File: src/rtl/jar_sram_driver.sv
// Host-side pin sequencer for the 8-byte shared-pin SRAM: expands byte read/write requests into SRAM steps.
// Optional 8-byte streaming burst read is enabled by defining JAR_SRAM_DRIVER_BURST_EN.
module jar_sram_driver #(
    parameter int AW = 4,
    parameter int DW = 8
) (
    input  logic          clk,
    input  logic          reset,
    input  logic          req_valid,
    output logic          req_ready,
    input  logic          req_write,
    input  logic          req_burst,
    input  logic [2:0]    req_addr,
    input  logic [DW-1:0] req_data,
    output logic          resp_valid,
    output logic [DW-1:0] resp_data,
    output logic [7:0]    sram_io_in,
    input  logic [7:0]    sram_io_out
);

`ifdef JAR_SRAM_DRIVER_BURST_EN
    typedef enum logic [3:0] {
        IDLE, W0_L, W0_H, W1_L, W1_H, CM_L, CM_H, RD_L, RD_H, RD_C,
        BS_L, BS_H, ST_L, ST_H, DRAIN
    } state_t;
`else
    typedef enum logic [3:0] {
        IDLE, W0_L, W0_H, W1_L, W1_H, CM_L, CM_H, RD_L, RD_H, RD_C
    } state_t;
`endif

    state_t        state, state_next;
    logic [2:0]    addr_q, addr_n;
    logic [DW-1:0] data_q, data_n;
    logic          accept;
    logic          cap;
    logic [2:0]    ctrl;
    logic [AW-1:0] nib;
    logic          sclk;
    logic [7:0]    io_d;

`ifdef JAR_SRAM_DRIVER_BURST_EN
    logic [2:0]    cnt;
    logic          cnt_inc;
`else
    logic          unused_burst;
    assign unused_burst = req_burst;
`endif

    assign req_ready = (state == IDLE);

    always_comb begin
        state_next = state;
        accept     = 1'b0;
        cap        = 1'b0;
`ifdef JAR_SRAM_DRIVER_BURST_EN
        cnt_inc    = 1'b0;
`endif
        case (state)
            IDLE: begin
                if (req_valid) begin
                    accept = 1'b1;
                    if (req_write) begin
                        state_next = W0_L;
                    end else begin
`ifdef JAR_SRAM_DRIVER_BURST_EN
                        state_next = req_burst ? BS_L : RD_L;
`else
                        state_next = RD_L;
`endif
                    end
                end
            end
            W0_L: state_next = W0_H;
            W0_H: state_next = W1_L;
            W1_L: state_next = W1_H;
            W1_H: state_next = CM_L;
            CM_L: state_next = CM_H;
            CM_H: state_next = IDLE;
            RD_L: state_next = RD_H;
            RD_H: state_next = RD_C;
            RD_C: begin
                cap        = 1'b1;
                state_next = IDLE;
            end
`ifdef JAR_SRAM_DRIVER_BURST_EN
            BS_L: state_next = BS_H;
            BS_H: state_next = ST_L;
            ST_L: begin
                // the first stream step has nothing to capture yet
                cap        = (cnt != 3'd0);
                state_next = ST_H;
            end
            ST_H: begin
                if (cnt == 3'd7) begin
                    state_next = DRAIN;
                end else begin
                    cnt_inc    = 1'b1;
                    state_next = ST_L;
                end
            end
            DRAIN: begin
                cap        = 1'b1;
                state_next = IDLE;
            end
`endif
            default: state_next = IDLE;
        endcase
    end

    // Pins are registered from the next state so the SRAM clock bit is glitch-free
    // and controls are already stable in the L cycle before bit0 rises.
    always_comb begin
        addr_n = accept ? req_addr : addr_q;
        data_n = accept ? req_data : data_q;
        ctrl   = 3'b000;
        nib    = '0;
        sclk   = 1'b0;
        case (state_next)
            W0_L, W0_H: begin
                ctrl = 3'b001;
                nib  = data_n[AW-1:0];
            end
            W1_L, W1_H: begin
                ctrl = 3'b001;
                nib  = data_n[DW-1:AW];
            end
            CM_L, CM_H: begin
                ctrl = 3'b100;
                nib  = AW'(addr_n);
            end
            RD_L, RD_H, RD_C: begin
                ctrl = 3'b010;
                nib  = AW'(addr_n);
            end
`ifdef JAR_SRAM_DRIVER_BURST_EN
            BS_L, BS_H: begin
                ctrl = 3'b111;
                nib  = AW'(addr_n);
            end
            ST_L, ST_H: begin
                ctrl = 3'b011;
                nib  = AW'(addr_n);
            end
            DRAIN: begin
                ctrl = 3'b010;
                nib  = AW'(addr_n);
            end
`endif
            default: ;
        endcase
        case (state_next)
`ifdef JAR_SRAM_DRIVER_BURST_EN
            W0_H, W1_H, CM_H, RD_H, BS_H, ST_H: sclk = 1'b1;
`else
            W0_H, W1_H, CM_H, RD_H: sclk = 1'b1;
`endif
            default: sclk = 1'b0;
        endcase
        io_d = {nib, ctrl, sclk};
    end

    always_ff @(posedge clk) begin
        if (reset) begin
            state      <= IDLE;
            addr_q     <= '0;
            data_q     <= '0;
            resp_valid <= 1'b0;
            resp_data  <= '0;
            sram_io_in <= 8'h00;
`ifdef JAR_SRAM_DRIVER_BURST_EN
            cnt        <= '0;
`endif
        end else begin
            state      <= state_next;
            sram_io_in <= io_d;
            resp_valid <= cap;
            if (accept) begin
                addr_q <= req_addr;
                data_q <= req_data;
            end
            if (cap) begin
                resp_data <= sram_io_out[DW-1:0];
            end
`ifdef JAR_SRAM_DRIVER_BURST_EN
            if (accept) begin
                cnt <= '0;
            end else if (cnt_inc) begin
                cnt <= cnt + 3'd1;
            end
`endif
        end
    end

endmodule

File: config.mk
export PLATFORM = sky130hd
export DESIGN_NAME = jar_sram_driver
export DESIGN_NICKNAME = d
export VERILOG_FILES = /design/src/rtl/jar_sram_driver.sv
export SDC_FILE = /design/constraint.sdc
export NUM_CORES = 1
export LEC_CHECK = 0
export ABC_AREA = 0
export CORE_ASPECT_RATIO = 1.2
export CORE_MARGIN = 3
export CORE_UTILIZATION = 40
export DETAILED_ROUTE_END_ITERATION = 10
export GPL_ROUTABILITY_DRIVEN = 0
export PLACE_DENSITY = 0.7
export RECOVER_POWER = 50
export SLEW_MARGIN = 5
export SYNTH_ARGS = -nofsm -noshare
export SYNTH_HDL_FRONTEND = slang
export SYNTH_SLANG_ARGS = --single-unit
File: constraint.sdc
create_clock -name clk -period 2.1 [get_ports clk]
set_clock_uncertainty 0.2 [all_clocks]
set_input_delay 0.63 -clock clk [delete_from_list [all_inputs] [get_ports clk]]
set_output_delay 0.63 -clock clk [all_outputs]
set_load 0.03 [all_outputs]
## Word-level counts from Yosys, hierarchy flattened

Index checks and enable logic that the tools add are counted.

- Mux-type cells: 11
- Reduce and logical (&&, ||, !) cells: 8
- Equality and inequality tests: 17

Operator list:

| kind | number |
|---|---|
| 4-bit one-hot mux with 8 select lines | 1 |
| 4-bit by 3-bit equality test with 1-bit output, second input constant | 7 |
| 4-bit by 2-bit equality test with 1-bit output, second input constant | 4 |
| 4-bit equality test, second input constant | 4 |
| 4-bit one-hot mux with 3 select lines | 1 |
| 3-bit one-hot mux with 3 select lines | 1 |
| 4-bit by 1-bit equality test with 1-bit output, second input constant | 2 |
| 8-bit 2-to-1 mux | 1 |
| 4-bit OR reduction | 2 |
| 3-bit 2-to-1 mux | 2 |
| 2-bit OR reduction | 3 |
| 5-bit OR reduction | 1 |
| 4-bit logical NOT | 1 |
| 1-bit 2-to-1 mux | 4 |
| 4-bit 2-to-1 mux | 1 |
| 3-bit OR reduction | 1 |

- Output and inout bits: 18
- Word-level logic and storage cells: 42
- Bits in registers: 32
- Bits of input ports: 24

## Logic depth before layout (Yosys ltp)

Gate-level depths: netlist (run 1).

- Depth after elaboration: 6
- Mapped depth: 6
- Gate-level depth less buffers: 4

## Worst setup path before layout (run 1)

Ideal clock, no wire load.

- Kind: reg-to-output
- Start: register state[2]
- End: output port req_ready
- Buffers on the path: 2
- Arrival time: 0.944 ns
- Stages on the path, launching flop included: 4
- Data required time: 1.270 ns
- Setup slack: 0.326 ns
- Cells stage by stage: dfxtp_1 buf_2 nor4_4 buf_2

- Longest elaborated chain between the ends: 1

Ends and longest elaborated chain:

| item | line | text |
|---|---|---|
| start: declaration | 32 | `state_t state, state_next;` |
| start signal: assignment | 175 | `state <= state_next;` |
| 4-bit logical NOT | 50 | `assign req_ready = (state == IDLE);` |
| end: declaration | 10 | `output logic req_ready,` |

No other way between the ends.

## Final worst setup path (run 1)

- Start: register state[1]
- End: output port req_ready

Same word-level chain as after synthesis.

==> metrics.md, run 1 <==
| Metric | Value |
|---|---|
| Cell chosen for the clock root | sky130_fd_sc_hd__clkbuf_4 |
| Hold path start | resp_data[4]$_SDFFE_PP0P_ |
| Number of antenna violations at the first check in global routing | 0 |
| Launching point of the worst reg2reg path | state[1]$_SDFF_PP0_ |
| Largest stage delay, worst path | 0.36 ns |
| Yosys warns | 0 |
| Hold Buf Count CTS | 0 |
| Total power density per cell area | 801 mW/mm^2 |
| Sequential power share | 44.0% |
| Via-per-instance ratio | 5.21 |
| Number of port buffers | 40 |
| Drt first pass iters | 5 |
| Via count of the routed design | 1297 |
| Layout-stage area growth over the synthesis result | 43.0% |
| Largest cells by area after synthesis | sky130_fd_sc_hd__dfxtp_1, sky130_fd_sc_hd__nand2_1, sky130_fd_sc_hd__a21oi_1, sky130_fd_sc_hd__a21boi_0, sky130_fd_sc_hd__and3_1 |
| Clock transition at the register clock pins on the worst setup and hold paths after CTS | 0.10 ns |
| Die outline area | 0.00407 sq mm |
| Number of H-tree branching levels | 2 |
| Area share of the largest cell type after synthesis | 47.9% |
| Final Max Tran Viols | 0 |
| Timing startpoint of the critical path | state[1]$_SDFF_PP0_ |
| Maximum Capacitance Violations | 0 |
| Hold Path Sink | resp_data[4]$_SDFFE_PP0P_ |
| Die Width | 58.8 microns |
| Proportion of synthesized chip area in sequential cells | 47.9% |
| Cell breakdown of the critical path | nor4_4 > buf_4 |
| Drt wl/cell | 13.2 microns |
| Reg2reg setup slack | 0.34 ns |
| Synth async-reset ratio | 0% |
| Inserted Clock Buffers | 5 |
| Power spent charging and discharging nets | 451 uW |
| Total setup buffers inserted after CTS | 0 |
| Global-route wire length before repair | 5460 microns |
| Boundary Pins | 42 |
| Power Internal | 1.08 mW |
| Maximum clock frequency | 475 MHz |
| Most instantiated library cell after synthesis | sky130_fd_sc_hd__dfxtp_1 |
| Gr ovfl total | 0 |
| Post-Synthesis Cells | 160 |
| GRT Resource Usage Total | 17.5% |
| Slowest stage cell, crit path | sky130_fd_sc_hd__nor4_4 |
| Average footprint of a synthesized cell | 8.35 sq um |
| Outcome | complete, but fails checks |
| Distinct cell type count of the synthesized netlist | 29 |
| Antenna diodes | 0 |
| Routed wire length | 3280 microns |
| Arrival time worst endpoint | 1.28 ns |
| Power consumption | 1.53 mW |
| Worst skew pair latency | 0.34 ns |
| Final Net Count | 236 |
| Category of the critical setup timing path | reg -> out |
| Initial core utilization | 42.6% |
| Class of the most critical hold timing path | reg -> reg |
| Number of hold-slack violations in the final timing report | 0 |
| Maximum vdd ir drop | 0.640 mV |
| Worst r2r dst | sram_io_in[5]$_SDFF_PP0_ |
| Crit path required time | 1.27 ns |
| Worst Setup Start Kind | flip-flop |
| Share of total power consumed by net switching | 29.5% |
| Path depth of the worst reg2reg path | 5 |
| DRC violations left | 0 |
| Headroom to the max-slew limit | 67.5% |
| Number of flip-flops and latches in the synthesized netlist | 32 |
| Leakage dissipation | 0.789 nW |
| Cell type with the largest total area after synthesis | sky130_fd_sc_hd__dfxtp_1 |
| Die height | 69.3 microns |
| Via count of the first global-routing pass | 1301 |
| Top post-synthesis cells by count | sky130_fd_sc_hd__dfxtp_1, sky130_fd_sc_hd__nand2_1, sky130_fd_sc_hd__a21oi_1, sky130_fd_sc_hd__nor2_1 |
| Number of enable-type register cells in the synthesized netlist | 0 |
| Area of the core | 0.00314 sq mm |
| Syn Std Cell Area | 0.00134 sq mm |
| Clk sinks | 32 |
| Setup repair after global routing missed its margin | yes |
| Worst-case clock buffer depth | 2 |
| Violated checks | negative setup slack |
| Synthesized netlist net count | 184 |
| Max FO, Critical Path | 3 |
| Final core utilization | 60.9% |
| Post-route antenna net violation count | 0 |
| Crit end category | output pin |
| CTS tree | yes |
| Part of the power in the clock network | 30.0% |
| Layout cells sized above 1 | 15.5% |
| Final WS setup | -0.00576 ns |
| Hold-critical path depth | 2 |
| Floorplan row count | 22 |
| Largest net degree at the start of global routing | 20 |
| Transition time at the pin with the least slew margin | 0.485 ns |
| DRC violation total after the first TritonRoute iteration | 24 |
| Part of the total power dissipated in combinational logic | 26.0% |
| Main synth FF type | sky130_fd_sc_hd__dfxtp_1 |
| Placed wire-length estimate | 2490 microns |
| Shortest clock period the worst path allows after layout | 2.11 ns |
| Final setup violation count | 1 |
| Crit share post-route | 100% |
==> layout make-up <==
type | count | area (sq um)
fillers | 289 | 1230
repair buffers | 57 | 500
multi-input cells | 112 | 631
clock buffers | 6 | 41.3
inverters | 4 | 15.0
well taps | 36 | 45.0
clock inverters | 2 | 35.0
flip-flops and latches | 32 | 643
==> sequential cells by signal, indices dropped and copies added (netlist names) <==
signal and cells:
state 4, resp_data 8, addr_q 3, resp_valid 1, data_q 8, sram_io_in 8
==> power by group through the flow <==
stage	clock network [mW]	logic (mW)	registers, mW
after global placement	0	0.401	0.686
after global routing	0.497	0.437	0.679
final	0.460	0.398	0.674
after detailed placement	0	0.409	0.687
after CTS	0.470	0.400	0.674
after floorplan	0	0.215	0.715
==> stage by stage <==
step	setup TNS [ns]	instance area (sq um)	hold WS, ns	std cells	setup slack (ns)
CTS	-0.0146	1910	0.255	249	-0.0146
global route	-0.141	1910	0.283	249	-0.0555
floorplan	0	1340	0.237	160	0.326
detailed placement	-1.70	1860	0.246	241	-0.296
finish	-0.00576	1910	0.255	249	-0.00576
global placement	-1.47	1860	0.242	241	-0.252
==> critical path: cells and delay by family (launching register included) <==
kind                   cells  cell delay [ns]
buffers and inverters      1             0.23
and+or+nand+nor            1             0.36
DFF                        1             0.35
==> worst max-delay path by stage <==
stage | slack (ns) | endpoint | depth (start not counted)
finish | -0.006 | req_ready | 2
global route | -0.06 | req_ready | 2
CTS | -0.01 | req_ready | 2
detailed placement | -0.30 | state[2]$_SDFF_PP0_ | 6
global placement | -0.25 | state[2]$_SDFF_PP0_ | 6
floorplan | 0.33 | req_ready | 3
==> logic make-up (layout without fill, tap and decap cells) <==
| family | after synthesis | in the layout | share of synthesized area, % |
|---|---|---|---|
| AND/OR/NAND/NOR | 62 | 62 | 22.9 |
| AO/OA/AOI/OAI | 50 | 50 | 24.2 |
| flip-flops | 32 | 32 | 47.9 |
| buffers and inverters | 16 | 69 | 4.96 |
==> repair_timing <==
item / in CTS / in global routing
pin swaps: 1 / 1
setup endpoints to repair: 18 / 3
gates resized for setup: 18 / 3
==> cell usage in the layout, fill, tap and decap left out, drive strengths merged, types with 2 or more instances in the layout <==
cell,netlist,routed
clkbuf,7,9
dlygate4sd3,0,2
a21oi,20,20
dlygate4sd2,0,17
nand2,27,27
a21boi,7,7
dfxtp,32,32
a2111oi,2,2
nor4,2,2
nor3,5,5
nand2b,2,2
inv,4,4
a211oi,3,3
buf,5,15
o21ai,6,6
o221ai,3,3
and3,7,7
nand3,5,5
a31oi,3,3
o21ba,4,4
nor2,10,10
clkdlybuf4s50,0,20
==> per-layer routing <==
layer	vias to the layer above	routed length, microns	GRT usage (%)
met5	-	0	0
met4	0	97	11.1
met3	9	190	3.54
met2	36	1620	30.5
met1	580	1380	18.4
li1	672	-	-
No activity file was read; power rests on OpenSTA's default activity.
==> inputs of run 2 (changes only) <==
- GPL_ROUTABILITY_DRIVEN: 0 -> 1
- GPL_TIMING_DRIVEN: default -> 0
- TNS_END_PERCENT: default -> 10
==> metrics.md, run 2 (same netlist as run 1, synthesis figures left out) <==
| Metric | Value |
|---|---|
| Gr ovfl total | 0 |
| Arrival time worst endpoint | 1.32 ns |
| Number of H-tree branching levels | 2 |
| Category of the critical setup timing path | reg -> out |
| Die outline area | 0.00407 sq mm |
| Maximum clock frequency | 466 MHz |
| Most common library cell in the layout ignoring fill and taps | sky130_fd_sc_hd__dfxtp_1 |
| Launching point of the worst reg2reg path | state[1]$_SDFF_PP0_ |
| Crit end category | output pin |
| Outcome | complete, but fails checks |
| Final core utilization | 60.4% |
| Die height | 69.3 microns |
| Violated checks | negative setup slack |
| Via-per-instance ratio | 5.32 |
| Worst skew pair latency | 0.33 ns |
| Headroom to the max-slew limit | 67.2% |
| Power consumption | 1.55 mW |
| Final setup violation count | 1 |
| Worst setup path endpoint | req_ready |
| Routed wire length | 3390 microns |
| Leakage dissipation | 0.771 nW |
| Register area | 649 sq um |
| Global-route wire length before repair | 5550 microns |
| Die Width | 58.8 microns |
| Largest net degree at the start of global routing | 11 |
| Total power density per cell area | 817 mW/mm^2 |
| Via count of the first global-routing pass | 1301 |
| Maximum vdd ir drop | 0.585 mV |
| Final Max Tran Viols | 0 |
| Placement-stage cell area | 0.00178 sq mm |
| Setup repair after global routing missed its margin | yes |
| Via count of the routed design | 1324 |
| Post-route antenna net violation count | 0 |
| Antenna diodes | 0 |
| Number of antenna violations at the first check in global routing | 0 |
| Drt first pass iters | 4 |
| Initial core utilization | 42.6% |
| Crit path required time | 1.27 ns |
| Placed wire-length estimate | 2480 microns |
| Largest stage delay, worst path | 0.38 ns |
| Inserted Clock Buffers | 5 |
| Clock transition at the register clock pins on the worst setup and hold paths after CTS | 0.09 ns |
| GRT Resource Usage Total | 17.5% |
| Maximum Capacitance Violations | 0 |
| Final Cell Area | 0.00189 sq mm |
| Combined area of the multi-input logic cells | 629 sq um |
| Setup TNS | -0.0457 ns |
| Worst Setup Start Kind | flip-flop |
| Number of hold-slack violations in the final timing report | 0 |
| Most Frequent Cell on Critical Path | sky130_fd_sc_hd__buf_6 |
| Area of the core | 0.00314 sq mm |
| Layout cells sized above 1 | 13.6% |
| Crit share post-route | 102% |
| Max FO, Critical Path | 4 |
| Worst r2r dst | sram_io_in[6]$_SDFF_PP0_ |
| Transition time at the pin with the least slew margin | 0.490 ns |
| Cell chosen for the clock root | sky130_fd_sc_hd__clkbuf_4 |
| Shortest clock period the worst path allows after layout | 2.15 ns |
| Drt wl/cell | 13.6 microns |
| Final Net Count | 236 |
| WP depth | 3 |
| Final WS setup | -0.0457 ns |
| Final-layout fill cell count | 311 |
| Crit path buffers/inverters | 2 |
| Weighted congestion reported at the end of routability-driven placement | 0.865 |
| Worst-case hold slack | 0.257 ns |
| Number of port buffers | 40 |
| DRC violation total after the first TritonRoute iteration | 41 |
| Largest registers | data_q: 8 flops, resp_data: 8 flops, sram_io_in: 8 flops |
| Floorplan row count | 22 |
| Boundary Pins | 42 |
| Path depth of the worst reg2reg path | 6 |
| DRC violations left | 0 |
| Slowest stage cell, crit path | sky130_fd_sc_hd__dfxtp_4 |
| Clk sinks | 32 |
| Layout-stage area growth over the synthesis result | 41.8% |
| Worst-case clock buffer depth | 2 |
| CTS tree | yes |
| Reg2reg setup slack | 0.26 ns |
| Class of the most critical hold timing path | reg -> reg |
| Timing startpoint of the critical path | state[1]$_SDFF_PP0_ |
| Highest-count cells in the layout ignoring fill and taps | sky130_fd_sc_hd__dfxtp_1, sky130_fd_sc_hd__nand2_1, sky130_fd_sc_hd__clkdlybuf4s50_1 |
| Cell breakdown of the critical path | nor4_4 > buf_6 > buf_6 |
| Family with the most delay on the worst path | flip-flops |
run 2: worst min-delay path by stage:
stage,slack (ns),depth (start not counted),endpoint,startpoint
6_report,0.26,2,resp_data[2]$_SDFFE_PP0P_,resp_data[2]$_SDFFE_PP0P_
5_1_grt,0.29,2,resp_data[0]$_SDFFE_PP0P_,resp_data[0]$_SDFFE_PP0P_
4_1_cts,0.26,2,resp_data[2]$_SDFFE_PP0P_,resp_data[2]$_SDFFE_PP0P_
3_5_place_dp,0.25,2,resp_data[2]$_SDFFE_PP0P_,resp_data[2]$_SDFFE_PP0P_
3_3_place_gp,0.24,2,resp_data[6]$_SDFFE_PP0P_,resp_data[6]$_SDFFE_PP0P_
2_1_floorplan,0.24,2,data_q[4]$_SDFF_PP0_,data_q[4]$_SDFF_PP0_
run 2: area by class of cell:
cell class	instances	area share (%)
clock buffers	6	2.18
clock inverters	2	1.85
multi-input cells	112	33.2
repair buffers	46	22.5
plain buffers	11	2.84
well taps	36	2.38
inverters	4	0.793
flip-flops and latches	32	34.3
run 2: stage by stage:
step / worst slack, ns / std cells
6_report: -0.0457 / 249
5_1_grt: -0.118 / 249
3_5_place_dp: -0.427 / 236
2_1_floorplan: 0.326 / 160
4_1_cts: -0.0771 / 246
3_3_place_gp: -0.400 / 236
run 2: worst register-to-register path: cells and delay by family (launching register included):
family                 cells  cell delay, ns
AND/OR/NAND/NOR            2            0.52
flip-flops                 1            0.38
buffers and inverters      2            0.34
AO/OA/AOI/OAI              2            0.34
run 2: where the power goes:
part / leakage (nW) / internal [mW] / switching, mW / total [mW]
clock: 0.0422 / 0.249 / 0.200 / 0.450
sequential: 0.262 / 0.655 / 0.0318 / 0.687
combinational: 0.467 / 0.189 / 0.221 / 0.410
total: 0.771 / 1.09 / 0.453 / 1.55
run 2: repair_timing:
action | in CTS | in global routing
pin swaps | 1 | 1
resized for setup | 28 | 5
endpoints found under the setup margin | 22 | 5
hold buffers | 0 | 0
buffers inserted | 2 | 4
run 2: per-layer routing:
layer / GRT usage [%] / vias up / share of wire [%]
li1: - / 669 / -
met1: 19.2 / 600 / 41
met2: 29.0 / 48 / 50
met3: 5.40 / 7 / 7.6
met4: 9.57 / 0 / 2.2
met5: 0 / - / 0
==> patch 1: new RTL, config.mk and constraints of run 1 <==
Make the reset (`reset`) asynchronous in one clocked block.
--- a/src/rtl/jar_sram_driver.sv
+++ b/src/rtl/jar_sram_driver.sv
@@ -160,7 +160,7 @@
         io_d = {nib, ctrl, sclk};
     end
 
-    always_ff @(posedge clk) begin
+    always_ff @(posedge clk or posedge reset) begin
         if (reset) begin
             state      <= IDLE;
             addr_q     <= '0;
Formal check against the unedited RTL: differs if reset is asserted again (counterexample within 4 cycles, from zero or initial values and one cycle with reset high); with reset held inactive, the same outputs for 10 cycles.
==> patch 1 against run 1 <==
Design area is 1.1% lower. Hold slack better by 0.029 ns. Area after synthesis is 3.9% higher. Non-clock buffer count is 3 lower. Routed wire length is 14% lower. Worst setup slack better by 0.027 ns. Core utilization is 1.7 points lower. First-iteration DRC count is 110% higher. Sequential cell count stayed put. Register-to-register slack worse by 0.14 ns.
Power is not compared: it rests on default switching activity, and its combinational part moved more than twofold at a synthesized area within 25%.
==> patch 1: results (changes against run 1) <==
Critical path:
- The data arrival time of the critical path is 1.25 ns (-0.03 ns).
- The highest fanout seen on the critical path is 2 (-1).
- The family with the most delay on the worst path is flip-flops.
- The cell at the slowest stage of the critical path is dfrtp_1.
- The highest cell delay on the worst timing path is 0.41 ns (+0.05 ns).

Status:
- The run finished with clean final reports.

Layout:
- In the final layout, the registers with the most flip-flops are data_q (8), resp_data (8), sram_io_in (8).
- The post-layout net count is 196 (-17%).
- The number of antenna diodes is 0 (unchanged).
- The fraction of layout instances using a drive strength above 1 came to 20.3% (+4.9 points).

Logic synthesis:
- The number of nets produced by synthesis is 142 (-23%).
- In the synthesized netlist the dominant register cell turns out to be dfrtp_1.
- The number of unique standard cell types used by synthesis came to 30 (+3.4%).
- The number of warning messages in the yosys log is 0 (unchanged).
- After synthesis, the most frequently instantiated cells are dfrtp_1 (32), nand2_1 (22), mux2_2 (8).
- The sequential area share after synthesis came to 57.7% (+9.7 points).
- The proportion of synthesized flip-flops having asynchronous set or reset is 100% (+100 points).
- In the post-synthesis netlist, the biggest area contributors are dfrtp_1 (58%), mux2_2 (6.5%), nand2_1 (5.9%).

CTS:
- The root buffer cell chosen for the clock tree is clkbuf_4.
- The total CTS buffers is 5 (unchanged).
- The maximum level of the CTS H-tree is 2 (unchanged).
- The clock-pin slew reported for the worst setup and hold paths after clock tree synthesis is 0.08 ns (-0.02 ns).
- The clock latency of the later-clocked register in the worst-skew pair is 0.32 ns (-0.02 ns).
- The number of buffers on the longest clock path is 2 (unchanged).

Place:
- The setup slack after placement is -0.285 ns (+0.0108 ns).
- The estimated wirelength of the detail-placed design came to 2070 um (-17%).
- The number of port buffers is 40 (unchanged).

Timing:
- The pin slew with the least headroom to its limit is 0.753 ns (+0.268 ns).

Global route:
- The maximum number of pins on one net before global-route repair is 33 (+65%).
- The met3 usage is 5.66% (+2.1 points).
- The number of antenna violations at the first check in global routing came to 0 (unchanged).
- The wire length of the first global-routing pass came to 4800 um (-12%).
- The total routing resource utilization after global routing is 14.9% (-2.6 points).
- The met1 track utilization from global routing is 18.1% (-0.33 points).
- The met2 track demand over resource is 23.9% (-6.5 points).

Routing:
- The number of vias in the routed layout is 1086 (-16%).
- The violation count after the first detailed-route iteration is 51 (+110%).
- The number of detailed-routing iterations run before antenna repair is 4 (-1).
- The total detailed-routing wirelength is 2820 um (-14%).

Power and ir drop:
- The leakage power is 0.941 nW.
- IR analysis of the VDD net gives a maximum drop of 0.838 mV.
- The internal power of the cells totals 1.60 mW.

Min path:
- In this run the worst hold path is classified as flop to flop.
## patch 1: cell type report
class / instances / area, sq um
Clock buffer: 6 / 41.3
Clock inverter: 1 / 5.00
Fill cell: 273 / 1300
Inverter: 6 / 22.5
Multi-Input combinational cell: 73 / 498
Sequential cell: 32 / 802
Tap cell: 36 / 45.0
Timing Repair Buffer: 54 / 475
## patch 1: stage by stage
| stage | hold WS [ns] | instance area (sq um) | setup TNS (ns) | std cells | util, % |
|---|---|---|---|---|---|
| after floorplan | 0.246 | 1390 | 0 | 118 | - |
| after global placement | 0.259 | 1850 | -0.744 | 199 | 57.8 |
| after detailed placement | 0.263 | 1850 | -0.907 | 199 | 57.8 |
| after CTS | 0.283 | 1880 | -0.0562 | 207 | 58.9 |
| after global routing | 0.319 | 1890 | -0.0540 | 208 | 59.2 |
| final | 0.284 | 1890 | 0 | 208 | 59.2 |
## patch 1: cells by family (layout without fill, tap and decap cells)
group | count (synthesis) | after routing | synth area share (%)
buffers and inverters | 13 | 67 | 7.12
AO/OA/AOI/OAI | 19 | 19 | 10.4
multiplexers | 12 | 12 | 9.73
AND/OR/NAND/NOR | 42 | 42 | 15.1
flip-flops | 32 | 32 | 57.7
## patch 1: worst reg2reg max path: cells and delay by family, from the launching register on
kind          cells  cell delay, ns
simple gates      1            0.46
flops             1            0.40
mux               1            0.39
buf+inv           1            0.35
## patch 1: power groups by stage
| stage | Combinational, mW | Sequential, mW | Clock, mW |
|---|---|---|---|
| 6_report | 1.40 | 1.02 | 0.306 |
| 5_1_grt | 1.51 | 1.06 | 0.353 |
| 4_1_cts | 1.39 | 1.02 | 0.325 |
| 3_5_place_dp | 1.46 | 1.04 | 0 |
| 3_3_place_gp | 1.43 | 1.02 | 0 |
| 2_1_floorplan | 0.701 | 1.29 | 0 |
## patch 1: what timing repair did
| action | CTS | global route |
|---|---|---|
| pin swaps | 1 | 1 |
| setup buffers | 1 | 1 |
| setup endpoints to repair | 18 | 4 |
| resized for setup | 18 | 1 |
## patch 1: metal layers
| metal | share of wire, % | vias to the layer above |
|---|---|---|
| met4 | 1.2 | 0 |
| met5 | 0 | - |
| met2 | 49 | 43 |
| met3 | 8.8 | 4 |
| li1 | - | 516 |
| met1 | 41 | 523 |
## patch 1: path summary, 6_finish.rpt
path                           start  slack (ns)           end  cells past startpoint
hold reg to reg            data_q[1]        0.28     data_q[1]                      2
min in group asynchronous      reset        0.75     data_q[7]                      3
setup / recovery            state[1]        0.02     req_ready                      2
hold / removal             data_q[1]        0.28     data_q[1]                      2
setup reg to reg            state[0]        0.20  resp_data[4]                      3
max in group asynchronous      reset        0.42      state[2]                      3
==> patch 2: new RTL, flow settings as in run 1 <==
Without the edit above. Build with the macro `JAR_SRAM_DRIVER_BURST_EN` defined.
--- a/src/rtl/jar_sram_driver.sv
+++ b/src/rtl/jar_sram_driver.sv
@@ -1,5 +1,7 @@
 // Host-side pin sequencer for the 8-byte shared-pin SRAM: expands byte read/write requests into SRAM steps.
 // Optional 8-byte streaming burst read is enabled by defining JAR_SRAM_DRIVER_BURST_EN.
+`define JAR_SRAM_DRIVER_BURST_EN
+
 module jar_sram_driver #(
     parameter int AW = 4,
     parameter int DW = 8
Formal check against the unedited RTL: not equivalent (Yosys sat finds a counterexample within 4 cycles, from zero or initial values and one cycle with reset high).
==> patch 2 against run 1 <==
The run still ends with negative setup slack left. Sequential cell count up 3. Design area up 39%. Area after synthesis up 27%. Worst setup slack worse by 0.087 ns. Routed wire length up 40%. Power up 120%. Via count up 27%.
==> patch 2: results (changes against run 1) <==
Status:
- The run finished, with violations left.
- The final reports fail on negative setup slack.

Min path:
- The endpoint of the worst hold path is resp_data[2].
- The startpoint identified for the worst hold timing path is resp_data[2].

Critical path:
- The reg-to-reg setup timing slack is -0.08 ns (-0.42 ns).
- The cell at the slowest stage of the critical path is or4_4.
- The capture point of the worst path is req_ready.
- The highest fanout seen on the critical path is 2 (-1).
- The highest cell delay on the worst timing path is 0.56 ns (+0.20 ns).
- The number of cells on the worst reg-to-reg path was 6 (+1).
- The launching instance or port of the critical path is state[2].
- The endpoint of the lowest-slack register-to-register path is sram_io_in[0].

Logic synthesis:
- For this run, the leading register cell type out of synthesis is dfxtp_1.
- The multiplexer share of the synthesized area is 11.1% (+11 points).
- The number of warning messages in the yosys log is 0 (unchanged).
- By count the netlist is led by dfxtp_1 (35), nor2_1 (24), a21oi_1 (12).
- The fraction of synthesized cell area in xor and xnor cells came to 0.515% (+0.52 points).
- The adder-cell share of the synthesized area came to 2.21% (+2.2 points).
- After synthesis, the cell types taking the most area are dfxtp_1 (41%), mux2i_1 (6.5%), nor2_1 (5.3%).
- The number of nets produced by synthesis is 211 (+15%).
- The number of unique standard cell types used by synthesis is 41 (+41%).
- The complex-gate fraction of the synthesized area is 17.8% (-6.4 points).
- The sequential area share after synthesis is 41.2% (-6.7 points).

Place:
- The estimated wirelength of the detail-placed design came to 3120 um (+25%).
- The number of port buffers is 41 (+2.5%).

Layout:
- The total of fill cells in the finished design is 364 (+26%).
- The number of antenna diodes is 0 (unchanged).
- The post-layout net count came to 287 (+22%).
- The largest registers in the layout are data_q (8), resp_data (8), sram_io_in (8).
- The fraction of layout instances using a drive strength above 1 is 31.0% (+16 points).

Routing:
- The total detailed-routing wirelength is 4590 um (+40%).
- The number of vias in the routed layout is 1645 (+27%).
- The violation count after the first detailed-route iteration is 39 (+63%).
- The number of detailed-routing iterations run before antenna repair came to 4 (-1).

CTS:
- The clock latency of the later-clocked register in the worst-skew pair was 0.29 ns (-0.05 ns).
- The maximum level of the CTS H-tree is 2 (unchanged).
- The clock-pin slew reported for the worst setup and hold paths after clock tree synthesis came to 0.07 ns (-0.03 ns).
- The total CTS buffers is 5 (unchanged).
- The tree is rooted in a clkbuf_8.

Timing:
- The setup TNS after final layout is -0.247 ns (-0.241 ns).
- The worst max-slew margin expressed relative to the limit was 73.7% (+6.2 points).
- The final count of negative-setup-slack endpoints is 7 (+6).
- The worst slack on hold paths came to 0.296 ns (+0.0412 ns).
- The setup slack after layout is -0.0931 ns (-0.0874 ns).

Power and ir drop:
- The maximum vdd ir drop is 0.613 mV (-4.2%).
- The leakage power is 1.17 nW (+48%).

Global route:
- The wire length of the first global-routing pass is 7450 um (+36%).
- The total routing resource utilization after global routing is 18.9% (+1.3 points).
- The maximum number of pins on one net before global-route repair is 18 (-10%).
patch 2: changes by cell type after synthesis, sizes merged, moves of 4 or more:
cell and delta:
nand3 +4, nor2b +9, nand2 -23, mux2i +11
and3 -7, a21boi -7, a21oi -8, o21ba -4
nor2 +14, mux2 +7
patch 2: final cells by class:
cell class	count	area (sq um)	share of cell area (%)
clock buffers	7	86.3	3.24
flip-flops and latches	35	708	26.6
multi-input cells	134	1060	39.7
repair buffers	79	712	26.7
clock inverters	1	8.76	0.329
well taps	54	67.6	2.54
inverters	5	23.8	0.892
patch 2: repair_timing:
item,CTS,global route
buffers inserted,8,2
pin swaps,5,7
resized for setup,37,24
setup endpoints to repair,32,15
cloned,0,1
patch 2: logic make-up (layout without fill, tap and decap cells):
kind of cell | count (synthesis) | count (layout)
mux | 18 | 18
fa+ha+maj | 3 | 3
xor+xnor | 1 | 1
flops | 35 | 35
simple gates | 74 | 74
compound gates | 38 | 38
buf+inv | 15 | 92
patch 2: metal layers:
metal | part of all wire (%) | track usage, % | routed length [um]
met2 | 49 | 30.5 | 2270
met5 | 0 | 0 | 0
met1 | 43 | 23.2 | 2000
met4 | 2.0 | 8.09 | 93
met3 | 5.0 | 5.21 | 230
patch 2: through the flow:
step | worst slack (ns) | std cells | cell area (sq um) | utilization, %
final | -0.0931 | 315 | 2660 | 66.5
after global placement | -0.582 | 297 | 2370 | 59.2
after detailed placement | -0.604 | 297 | 2370 | 59.2
after floorplan | -0.0529 | 184 | 1710 | -
after CTS | -0.0772 | 312 | 2560 | 64.0
after global routing | -0.147 | 315 | 2660 | 66.5
patch 2: power breakdown:
part           internal (mW)  switching, mW
sequential             0.790         0.0582
clock                  0.269          0.255
combinational          0.992          0.965
total                   2.05           1.28
